## config.mk

```make
export PLATFORM = sky130hd
export DESIGN_NAME = dq_quadword_sequencer_flat
export DESIGN_NICKNAME = d
export VERILOG_FILES = /design/src/rtl/dq_quadword_sequencer_pkg.sv /design/src/rtl/dq_quadword_sequencer_if.sv /design/src/rtl/dq_quadword_sequencer_offset_gen.sv /design/src/rtl/dq_quadword_sequencer.sv /design/src/flat_wrapper.sv
export SDC_FILE = /design/constraint.sdc
export NUM_CORES = 1
export LEC_CHECK = 0
export CORE_ASPECT_RATIO = 0.9
export CORE_MARGIN = 3
export CORE_UTILIZATION = 45
export CTS_CLUSTER_DIAMETER = 200
export CTS_CLUSTER_SIZE = 20
export DETAILED_ROUTE_END_ITERATION = 12
export PLACE_DENSITY = 0.81
export RECOVER_POWER = 50
export SYNTH_ARGS = -nofsm -noshare
export SYNTH_HDL_FRONTEND = slang
export SYNTH_HIERARCHICAL = 1
export SYNTH_SLANG_ARGS = --single-unit
```

## constraint.sdc

```tcl
create_clock -name clock_i -period 1.4 [get_ports clock_i]
set_clock_uncertainty 0.15 [all_clocks]
set_input_delay 0.14 -clock clock_i [delete_from_list [all_inputs] [get_ports clock_i]]
set_output_delay 0.14 -clock clock_i [all_outputs]
set_load 0.01 [all_outputs]
```

## src/rtl/dq_quadword_sequencer_pkg.sv

```systemverilog
// ---------------------------------------------------------------------------
// dq_quadword_sequencer_pkg
// Shared constants for the DQ-form quadword sequencer:
//   - functional unit codes (the sequencer only accepts the load/store code)
//   - register-use codes for the decoded operand classes
//   - sequencer state encoding
//   - doubleword stride between the two beats of a quadword access
// ---------------------------------------------------------------------------
package dq_quadword_sequencer_pkg;

   localparam logic [2:0] FXUnitCode   = 3'd0;
   localparam logic [2:0] FPUnitCode   = 3'd1;
   localparam logic [2:0] LdStUnitCode = 3'd2;
   localparam logic [2:0] BrUnitCode   = 3'd3;
   localparam logic [2:0] CRUnitCode   = 3'd4;
   localparam logic [2:0] SysUnitCode  = 3'd5;
   localparam logic [2:0] TrapUnitCode = 3'd6;

   typedef enum logic [1:0] {
      REG_USE_NONE     = 2'd0,
      REG_USE_GPR      = 2'd1,
      REG_USE_GPR_PAIR = 2'd2,
      REG_USE_VSR      = 2'd3
   } reg_use_e;

   typedef enum logic [1:0] {
      IDLE  = 2'd0,
      BEAT0 = 2'd1,
      BEAT1 = 2'd2
   } seq_state_e;

   // Byte distance between the high and low doubleword of a quadword.
   localparam int DW_STRIDE = 8;

endpackage

```

## src/rtl/dq_quadword_sequencer_if.sv

```systemverilog
// ---------------------------------------------------------------------------
// dq_quadword_sequencer_if
// Bundles the decode-side op inputs and the load/store-side beat outputs.
//   slave  : the sequencer's view (decode fields in, beats out)
//   master : the environment's view (decode fields out, beats in)
// Handshake: a beat transfers on a rising edge where enable_o = 1 and
// ldstReady_i = 1; while enable_o = 1 and ldstReady_i = 0 the payload
// (regData_o, regBase_o, offset_o, half_o, isStore_o) is held unchanged.
// On the decode side an op is taken on a rising edge where enable_i = 1 and
// stall_o = 0; upstream must hold the op while stall_o = 1.
// dbg_state_o mirrors the sequencer state (0 IDLE, 1 BEAT0, 2 BEAT1).
// ---------------------------------------------------------------------------
interface dq_quadword_sequencer_if #(
   parameter int regWidth = 5,
   parameter int dqWidth  = 12,
   parameter int immWidth = 16
);
   logic                enable_i;
   logic [2:0]          functionalUnitCode_i;
   logic                isStore_i;
   logic                isVsx_i;
   logic [regWidth-1:0] reg1_i;
   logic [regWidth-1:0] reg2_i;
   logic                bit_i;
   logic [dqWidth-1:0]  imm_i;
   logic                stall_o;
   logic                enable_o;
   logic                ldstReady_i;
   logic [regWidth:0]   regData_o;
   logic [regWidth-1:0] regBase_o;
   logic [immWidth-1:0] offset_o;
   logic                half_o;
   logic                isStore_o;
   logic                illegal_o;
   logic [1:0]          dbg_state_o;

   modport slave (
      input  enable_i, functionalUnitCode_i, isStore_i, isVsx_i, reg1_i,
             reg2_i, bit_i, imm_i, ldstReady_i,
      output stall_o, enable_o, regData_o, regBase_o, offset_o, half_o,
             isStore_o, illegal_o, dbg_state_o
   );

   modport master (
      output enable_i, functionalUnitCode_i, isStore_i, isVsx_i, reg1_i,
             reg2_i, bit_i, imm_i, ldstReady_i,
      input  stall_o, enable_o, regData_o, regBase_o, offset_o, half_o,
             isStore_o, illegal_o, dbg_state_o
   );
endinterface

```

## src/rtl/dq_quadword_sequencer_offset_gen.sv

```systemverilog
// ---------------------------------------------------------------------------
// dq_offset_gen
// Combinational byte-offset generator for DQ-form quadword accesses.
//   i_imm : raw DQ field (dqWidth bits, signed, units of 16 bytes)
//   o_d   : D = sign_extend(DQ || 0b0000), immWidth bits (high doubleword)
//   o_d8  : D + DW_STRIDE (low doubleword); D tops out at 32752 so the
//           add never wraps for the default widths
// ---------------------------------------------------------------------------
module dq_offset_gen
   import dq_quadword_sequencer_pkg::*;
#(
   parameter int dqWidth  = 12,
   parameter int immWidth = 16
) (
   input  logic [dqWidth-1:0]  i_imm,
   output logic [immWidth-1:0] o_d,
   output logic [immWidth-1:0] o_d8
);
   assign o_d  = immWidth'($signed({i_imm, 4'b0000}));
   assign o_d8 = o_d + immWidth'(DW_STRIDE);
endmodule

```

## src/rtl/dq_quadword_sequencer.sv

```systemverilog
// ---------------------------------------------------------------------------
// dq_quadword_sequencer
// Splits one decoded quadword op (lq, lxv, stxv) into two ordered doubleword
// beats to the load/store unit: beat 0 = high doubleword (offset D),
// beat 1 = low doubleword (offset D + 8).
// Ports:
//   clock_i  : clock
//   reset_i  : synchronous active-high reset (aborts any op in flight)
//   bus      : dq_quadword_sequencer_if.slave (decode fields, stall_o,
//              beat payload, enable_o/ldstReady_i handshake, illegal_o,
//              dbg_state_o)
// Build option: define DQ_ILLEGAL_FORM_CHECK_EN to reject lq with odd RT or
// RT == RA (illegal_o pulses, no beats). Without it every lq issues beats.
// ---------------------------------------------------------------------------
module dq_quadword_sequencer
   import dq_quadword_sequencer_pkg::*;
#(
   parameter int         regWidth     = 5,
   parameter int         dqWidth      = 12,
   parameter int         immWidth     = 16,
   parameter logic [2:0] LdStUnitCode = dq_quadword_sequencer_pkg::LdStUnitCode
) (
   input logic                   clock_i,
   input logic                   reset_i,
   dq_quadword_sequencer_if.slave bus
);
   seq_state_e          r_state;
   seq_state_e          w_state_nxt;
   logic                w_accept;
   logic                w_illegal_form;
   logic [immWidth-1:0] w_off0;
   logic [immWidth-1:0] w_off1;
   logic [regWidth:0]   w_data0;
   logic [regWidth:0]   w_data1;

   logic [regWidth:0]   r_reg_data;
   logic [regWidth:0]   r_reg_data1;   // beat-1 register held during beat 0
   logic [regWidth-1:0] r_reg_base;
   logic [immWidth-1:0] r_offset;
   logic [immWidth-1:0] r_offset1;     // beat-1 offset held during beat 0
   logic                r_half;
   logic                r_is_store;
   logic                r_illegal;

   dq_offset_gen #(
      .dqWidth  (dqWidth),
      .immWidth (immWidth)
   ) u_offset_gen (
      .i_imm (bus.imm_i),
      .o_d   (w_off0),
      .o_d8  (w_off1)
   );

   always_comb begin
      w_accept = bus.enable_i && (bus.functionalUnitCode_i == LdStUnitCode)
                 && (r_state == IDLE);
`ifdef DQ_ILLEGAL_FORM_CHECK_EN
      w_illegal_form = !bus.isVsx_i
                       && (bus.reg1_i[0] || (bus.reg1_i == bus.reg2_i));
`else
      w_illegal_form = 1'b0;
`endif
      // lq targets the GPR pair RT, RT+1; VSX ops hit one VSR twice.
      if (bus.isVsx_i) begin
         w_data0 = {bus.bit_i, bus.reg1_i};
         w_data1 = {bus.bit_i, bus.reg1_i};
      end else begin
         w_data0 = {1'b0, bus.reg1_i};
         w_data1 = {1'b0, bus.reg1_i + regWidth'(1)};
      end

      w_state_nxt = r_state;
      case (r_state)
         IDLE:    if (w_accept && !w_illegal_form) w_state_nxt = BEAT0;
         BEAT0:   if (bus.ldstReady_i) w_state_nxt = BEAT1;
         BEAT1:   if (bus.ldstReady_i) w_state_nxt = IDLE;
         default: w_state_nxt = IDLE;
      endcase
   end

   always_ff @(posedge clock_i) begin
      if (reset_i) begin
         r_state     <= IDLE;
         r_reg_data  <= '0;
         r_reg_data1 <= '0;
         r_reg_base  <= '0;
         r_offset    <= '0;
         r_offset1   <= '0;
         r_half      <= 1'b0;
         r_is_store  <= 1'b0;
         r_illegal   <= 1'b0;
      end else begin
         r_state   <= w_state_nxt;
         r_illegal <= w_accept && w_illegal_form;
         if (w_accept && !w_illegal_form) begin
            r_reg_data  <= w_data0;
            r_reg_data1 <= w_data1;
            r_reg_base  <= bus.reg2_i;
            r_offset    <= w_off0;
            r_offset1   <= w_off1;
            r_half      <= 1'b0;
            r_is_store  <= bus.isStore_i;
         end else if ((r_state == BEAT0) && bus.ldstReady_i) begin
            r_reg_data <= r_reg_data1;
            r_offset   <= r_offset1;
            r_half     <= 1'b1;
         end
      end
   end

   assign bus.stall_o     = (r_state != IDLE);
   assign bus.enable_o    = (r_state == BEAT0) || (r_state == BEAT1);
   assign bus.regData_o   = r_reg_data;
   assign bus.regBase_o   = r_reg_base;
   assign bus.offset_o    = r_offset;
   assign bus.half_o      = r_half;
   assign bus.isStore_o   = r_is_store;
   assign bus.illegal_o   = r_illegal;
   assign bus.dbg_state_o = r_state;
endmodule
```

## src/flat_wrapper.sv

```systemverilog
// flat-port wrapper written by rule: the top's interface ports become plain ports
module dq_quadword_sequencer_flat import dq_quadword_sequencer_pkg::*;
#(
   parameter int         regWidth     = 5,
   parameter int         dqWidth      = 12,
   parameter int         immWidth     = 16,
   parameter logic [2:0] LdStUnitCode = dq_quadword_sequencer_pkg::LdStUnitCode
)
  (clock_i, reset_i, bus_enable_i, bus_functionalUnitCode_i, bus_isStore_i, bus_isVsx_i, bus_reg1_i, bus_reg2_i, bus_bit_i, bus_imm_i, bus_ldstReady_i, bus_stall_o, bus_enable_o, bus_regData_o, bus_regBase_o, bus_offset_o, bus_half_o, bus_isStore_o, bus_illegal_o, bus_dbg_state_o);
  dq_quadword_sequencer_if #(.regWidth(regWidth), .dqWidth(dqWidth), .immWidth(immWidth)) bus_i ();
  input logic clock_i;
  input logic reset_i;
  input wire logic [$bits(bus_i.enable_i)-1:0] bus_enable_i;
  input wire logic [$bits(bus_i.functionalUnitCode_i)-1:0] bus_functionalUnitCode_i;
  input wire logic [$bits(bus_i.isStore_i)-1:0] bus_isStore_i;
  input wire logic [$bits(bus_i.isVsx_i)-1:0] bus_isVsx_i;
  input wire logic [$bits(bus_i.reg1_i)-1:0] bus_reg1_i;
  input wire logic [$bits(bus_i.reg2_i)-1:0] bus_reg2_i;
  input wire logic [$bits(bus_i.bit_i)-1:0] bus_bit_i;
  input wire logic [$bits(bus_i.imm_i)-1:0] bus_imm_i;
  input wire logic [$bits(bus_i.ldstReady_i)-1:0] bus_ldstReady_i;
  output wire logic [$bits(bus_i.stall_o)-1:0] bus_stall_o;
  output wire logic [$bits(bus_i.enable_o)-1:0] bus_enable_o;
  output wire logic [$bits(bus_i.regData_o)-1:0] bus_regData_o;
  output wire logic [$bits(bus_i.regBase_o)-1:0] bus_regBase_o;
  output wire logic [$bits(bus_i.offset_o)-1:0] bus_offset_o;
  output wire logic [$bits(bus_i.half_o)-1:0] bus_half_o;
  output wire logic [$bits(bus_i.isStore_o)-1:0] bus_isStore_o;
  output wire logic [$bits(bus_i.illegal_o)-1:0] bus_illegal_o;
  output wire logic [$bits(bus_i.dbg_state_o)-1:0] bus_dbg_state_o;
  assign bus_i.enable_i = bus_enable_i;
  assign bus_i.functionalUnitCode_i = bus_functionalUnitCode_i;
  assign bus_i.isStore_i = bus_isStore_i;
  assign bus_i.isVsx_i = bus_isVsx_i;
  assign bus_i.reg1_i = bus_reg1_i;
  assign bus_i.reg2_i = bus_reg2_i;
  assign bus_i.bit_i = bus_bit_i;
  assign bus_i.imm_i = bus_imm_i;
  assign bus_i.ldstReady_i = bus_ldstReady_i;
  assign bus_stall_o = bus_i.stall_o;
  assign bus_enable_o = bus_i.enable_o;
  assign bus_regData_o = bus_i.regData_o;
  assign bus_regBase_o = bus_i.regBase_o;
  assign bus_offset_o = bus_i.offset_o;
  assign bus_half_o = bus_i.half_o;
  assign bus_isStore_o = bus_i.isStore_o;
  assign bus_illegal_o = bus_i.illegal_o;
  assign bus_dbg_state_o = bus_i.dbg_state_o;
  dq_quadword_sequencer #(.regWidth(regWidth), .dqWidth(dqWidth), .immWidth(immWidth), .LdStUnitCode(LdStUnitCode)) u_core (.clock_i(clock_i), .reset_i(reset_i), .bus(bus_i));
endmodule
```

; Word level (Yosys, flattened, before mapping)
; Cells that the tools add are included.
; Widths: inputs -> output; s select.
[word_totals]
output_inout_bits = 34
word_cells = 36
register_bits = 53
ramBits = 0
latchBits = 0
rom_bits = 0
inputBits = 32
n_memories = 0
[op_classes]
n_mul = 0
n_div = 0
reduce_logical = 9
n_lt_le_gt_ge = 0
muxes = 10
n_eq_ne = 6
n_shift = 0
bitwise = 0
add_sub_neg = 2
[op_table]
columns = op, count
row1 = $mux 16, 2
row2 = $mux 6, 4
row3 = $add 16x4->16 const B, 1
row4 = $mux 2, 3
row5 = $pmux 2 s3, 1
row6 = $add 5x1->5 const B, 1
row7 = $ne 2x2->1 const B, 2
row8 = $reduce_bool 2->1, 2
row9 = $eq 3x2->1 const B, 1
row10 = $logic_and 1x1->1, 3
row11 = $reduce_and 3->1, 1
row12 = $eq 2x1->1 const B, 1
row13 = $eq 2x2->1 const B, 1
row14 = $logic_not 2->1, 1
row15 = $ne 2x1->1 const B, 1
row16 = $reduce_or 2->1, 1
row17 = $logic_or 1x1->1, 1

; Longest topological paths before layout
[depth]
word_depth = 5
ltp_mapped = 8
mapped_depth_nobuf = 5

; Hierarchy
; Netlist, hierarchy kept.
[modules_own_cells]
columns = mod, cells_per_inst, instances, seq_area_each_um2, area_each_um2
row1 = dq_quadword_sequencer, 287, 1, 1061.0, 2467.4
row2 = dq_offset_gen, 34, 1, 0.0, 247.7

; Worst setup path before layout
; No wires, ideal clock.
[synth_timing]
kind = register -> register
from = reg u_core.r_state[0], in the netlist u_core/bus.dbg_state_o[0]
to = reg u_core.r_offset[0], in the netlist u_core/bus.offset_o[0]
slack_ns = -0.284
stages_incl_launch_ff = 9
path_buffers = 3
setup_time_ns = 0.078
required_ns = 1.172
synth_period_minus_slack_ns = 1.684
arrival_ns = 1.456
path_cell_list = dfxtp_1 inv_1 ha_1 buf_2 inv_2 buf_2 buf_2 nor3_1 nor3_1
[synth_between]
elab_chain_len = 3
word_cells_on_any_way = 5
classes_between = 1 x eq/ne / 4 x reduce/logical
[synth_lines]
columns = item, line_no
row1 = start: declaration, dq_quadword_sequencer.sv:27  ; seq_state_e r_state;
row2 = start signal: assignment, dq_quadword_sequencer.sv:93  ; r_state <= w_state_nxt;
row3 = $logic_not 2->1, dq_quadword_sequencer.sv:56  ; && (r_state == IDLE);
row4 = $logic_and 1x1->1, dq_quadword_sequencer.sv:56
row5 = $reduce_or 2->1 (no line), --
row6 = end signal: assignment, dq_quadword_sequencer.sv:99  ; r_offset <= w_off0;
row7 = end signal: assignment, dq_quadword_sequencer.sv:105  ; r_offset <= r_offset1;
row8 = end: declaration, dq_quadword_sequencer.sv:39  ; logic [immWidth-1:0] r_offset;
; Parallel ways exist; a longest one is shown, timed or not.
; A chain may end at the register's enable or synchronous reset.

; Final worst setup path
[layout_timing]
from = reg u_core.r_state[0], in the netlist u_core/bus.dbg_state_o[0]
to = reg u_core.r_offset[1], in the netlist u_core/bus.offset_o[1]
; Same word-level chain as after synthesis.

==> reports/qor.csv <==
metric,value,unit
outcome,"complete, but fails checks",
violations,negative setup slack,
fill_cells,425,
max_freq,660.9,MHz
ys_ff_latch,53,
fin_hold_ws,136.1,ps
fin_setup_tns,-804.9,ps
area_delta_synth_final,44.01,%
power,4532,uW
routedWlPerCell,17.42,um
rrSetupSlack,-110,ps
worst-path-max-fanout,6,
grt_pass1_vias,2448,
grt_setup_unrepaired,true,
ir_worst_vdd,0.0008462,V
syn_inst,321,
r2r-start,u_core/bus.dbg_state_o[0],
hold_end,u_core/r_offset1[14],
layout-drive-gt1-share,27.32,%
cts_setup_buffers,0,
dieHeight,79.69,um
grt.overflow.total,0,
seq_area,0.001070,mm^2
hold_depth,3,
nNetsFinal,403,
drt_iter0_markers,237,
cts_buffers,5,
multi_input_area,0.001602,mm^2
yosys.area.top_type,dfxtp_1,
reg2reg_depth,6,
dieArea,0.007003,mm^2
async_reset_ff_share,0,%
yosys-top-cells-area,"dfxtp_1 (39%), buf_4 (9.4%), nor3_1 (7.9%)",
synth_top_cell_area_share,39.08,%
finalCritPeriodShare,108.1,%
crit_path_end_kind,flop,
port_buffers,64,
fin_ws,-113.1,ps
netlist_top_cells_count,"dfxtp_1 (53), nor3_1 (43), buf_4 (34), a21oi_1 (29), o21ai_0 (24)",
synth_edf_count,0,
yosysMostFrequentCell,dfxtp_1,
maxCapViolCount,0,
dominantRegCellSynth,dfxtp_1,
cp.arrival,1560,ps
cts_root_buf,clkbuf_8,
ios,66,
grt_usage,20.81,%
postCtsHoldBufs,0,
cts_sinks,53,
gp_congestion,0.7831,
viasPerCell,5.920,
core,0.005758,mm^2
dp_hpwl,4691,um
cts_max_level,2,
wl,7594,um
clk_latency,300,ps
cts.clk_slew.worst_paths,100,ps
setup_viol,27,
fp-row-count,26,
drc_errors,0,
initial_utilization,47.15,%
maxSlewViolCount,0,
die_x,87.88,um
p_leak,0.001560,uW
pre_cts_ws,-398.6,ps
worstSetupPathType,flop to flop,
r2r-end,u_core/bus.offset_o[1],
powerDensity,1159,mW/mm^2
worstHoldPathType,input port to flop,
cp.required,1440,ps
yosys_warnings,6,
antenna_found_initial,0,
clockBufferDepth,2,
grt_pass1_wl,11550,um
period_minus_slack,1513,ps
syn_avg_cell_area,8.458,um^2
vias,2581,
synth_area,0.002715,mm^2
yosysUniqueCellTypes,28,
dr.pass1.iters,4,
cts_tree,built,
antenna_left,0,
antenna_cells,0,
grt_max_degree,56,
finalHoldViolCount,0,
yosysSeqAreaShare,39.08,%
min-delay-start,reset_i,
startpoint_type,flop,
[critical path: stages (launching register included)]
cell       delay (ps)
dfxtp_4           370
inv_4              70
ha_4              200
inv_6              70
clkbuf_16         150
nor3_1            280
nor3_1            110
[cells by family (layout without fill, tap and decap cells)]
family,after synthesis,count (layout),share of synthesized area (%)
other cells,3,9,0.4147
mux,3,3,1.106
fa+ha+maj,6,6,2.765
xor+xnor,4,4,1.291
buf+inv,69,108,15.48
compound gates,81,81,18.57
simple gates,102,102,21.29
flops,53,53,39.08
[report_power, final]
part           switching [uW]  internal, uW  total [uW]
Clock                     518           537        1060
Sequential               75.0          1610        1680
Combinational             944           848        1790
[flip-flops by register name, indices dropped and copies added (netlist names)]
name and count:
u_core/bus.offset_o 16, u_core/r_offset1 16, u_core/bus.regData_o 6, u_core/r_reg_data1 6
u_core/bus.regBase_o 5, u_core/bus.dbg_state_o 2, u_core/bus.half_o 1, u_core/bus.isStore_o 1
[cell type report]
type                            instances  area share, %
Clock buffer                            5          1.760
Clock inverter                          3          1.152
Inverter                                3         0.5440
Multi-Input combinational cell        205          40.96
Sequential cell                        53          27.36
Tap cell                               70          2.240
Timing Repair Buffer                   97          25.98
[per-layer routing]
metal	global-route usage, %	vias to the layer above	part of all wire [%]
li1	-	1227	-
met1	27.23	1244	42
met2	33.66	93	50
met3	4.231	17	5.6
met4	7.669	0	2.4
met5	0	-	0
[cells in the final DEF, fill, tap and decap left out, drive strengths merged, types with 4 or more instances in the layout]
cell type	count
buf	33
dlygate4sd2	29
a21oi	29
dfxtp	53
inv	4
clkbuf	8
a211oi	5
clkdlybuf4s50	30
nand2b	4
a221oi	22
nor3	43
conb	9
o21ai	24
nand3	23
ha	6
and3	22
[metrics by stage]
step	utilization [%]	std cells	cell area, um^2
2_1_floorplan	-	327	3029
3_3_place_gp	62.10	425	3576
3_5_place_dp	62.10	425	3576
4_1_cts	64.23	433	3699
5_1_grt	67.91	436	3910
6_report	67.91	436	3910
[how the worst max path moves through the flow]
stage	from	endpoint	cells past startpoint
4_1_cts	u_core/bus.dbg_state_o[0]	u_core/r_reg_data1[5]	6
3_5_place_dp	bus_functionalUnitCode_i[1]	u_core/r_reg_data1[4]	6
3_3_place_gp	bus_functionalUnitCode_i[2]	u_core/bus.offset_o[10]	5
2_1_floorplan	u_core/bus.dbg_state_o[0]	u_core/r_reg_data1[5]	7
6_report	u_core/bus.dbg_state_o[0]	u_core/bus.offset_o[1]	6
5_1_grt	bus_functionalUnitCode_i[1]	u_core/bus.offset_o[1]	6
[repair_timing]
item	in CTS	in global routing
resized for setup	49	37
cloned	0	3
pin swaps	2	5
setup endpoints to repair	76	57
Power figures use the tool's default switching activity.
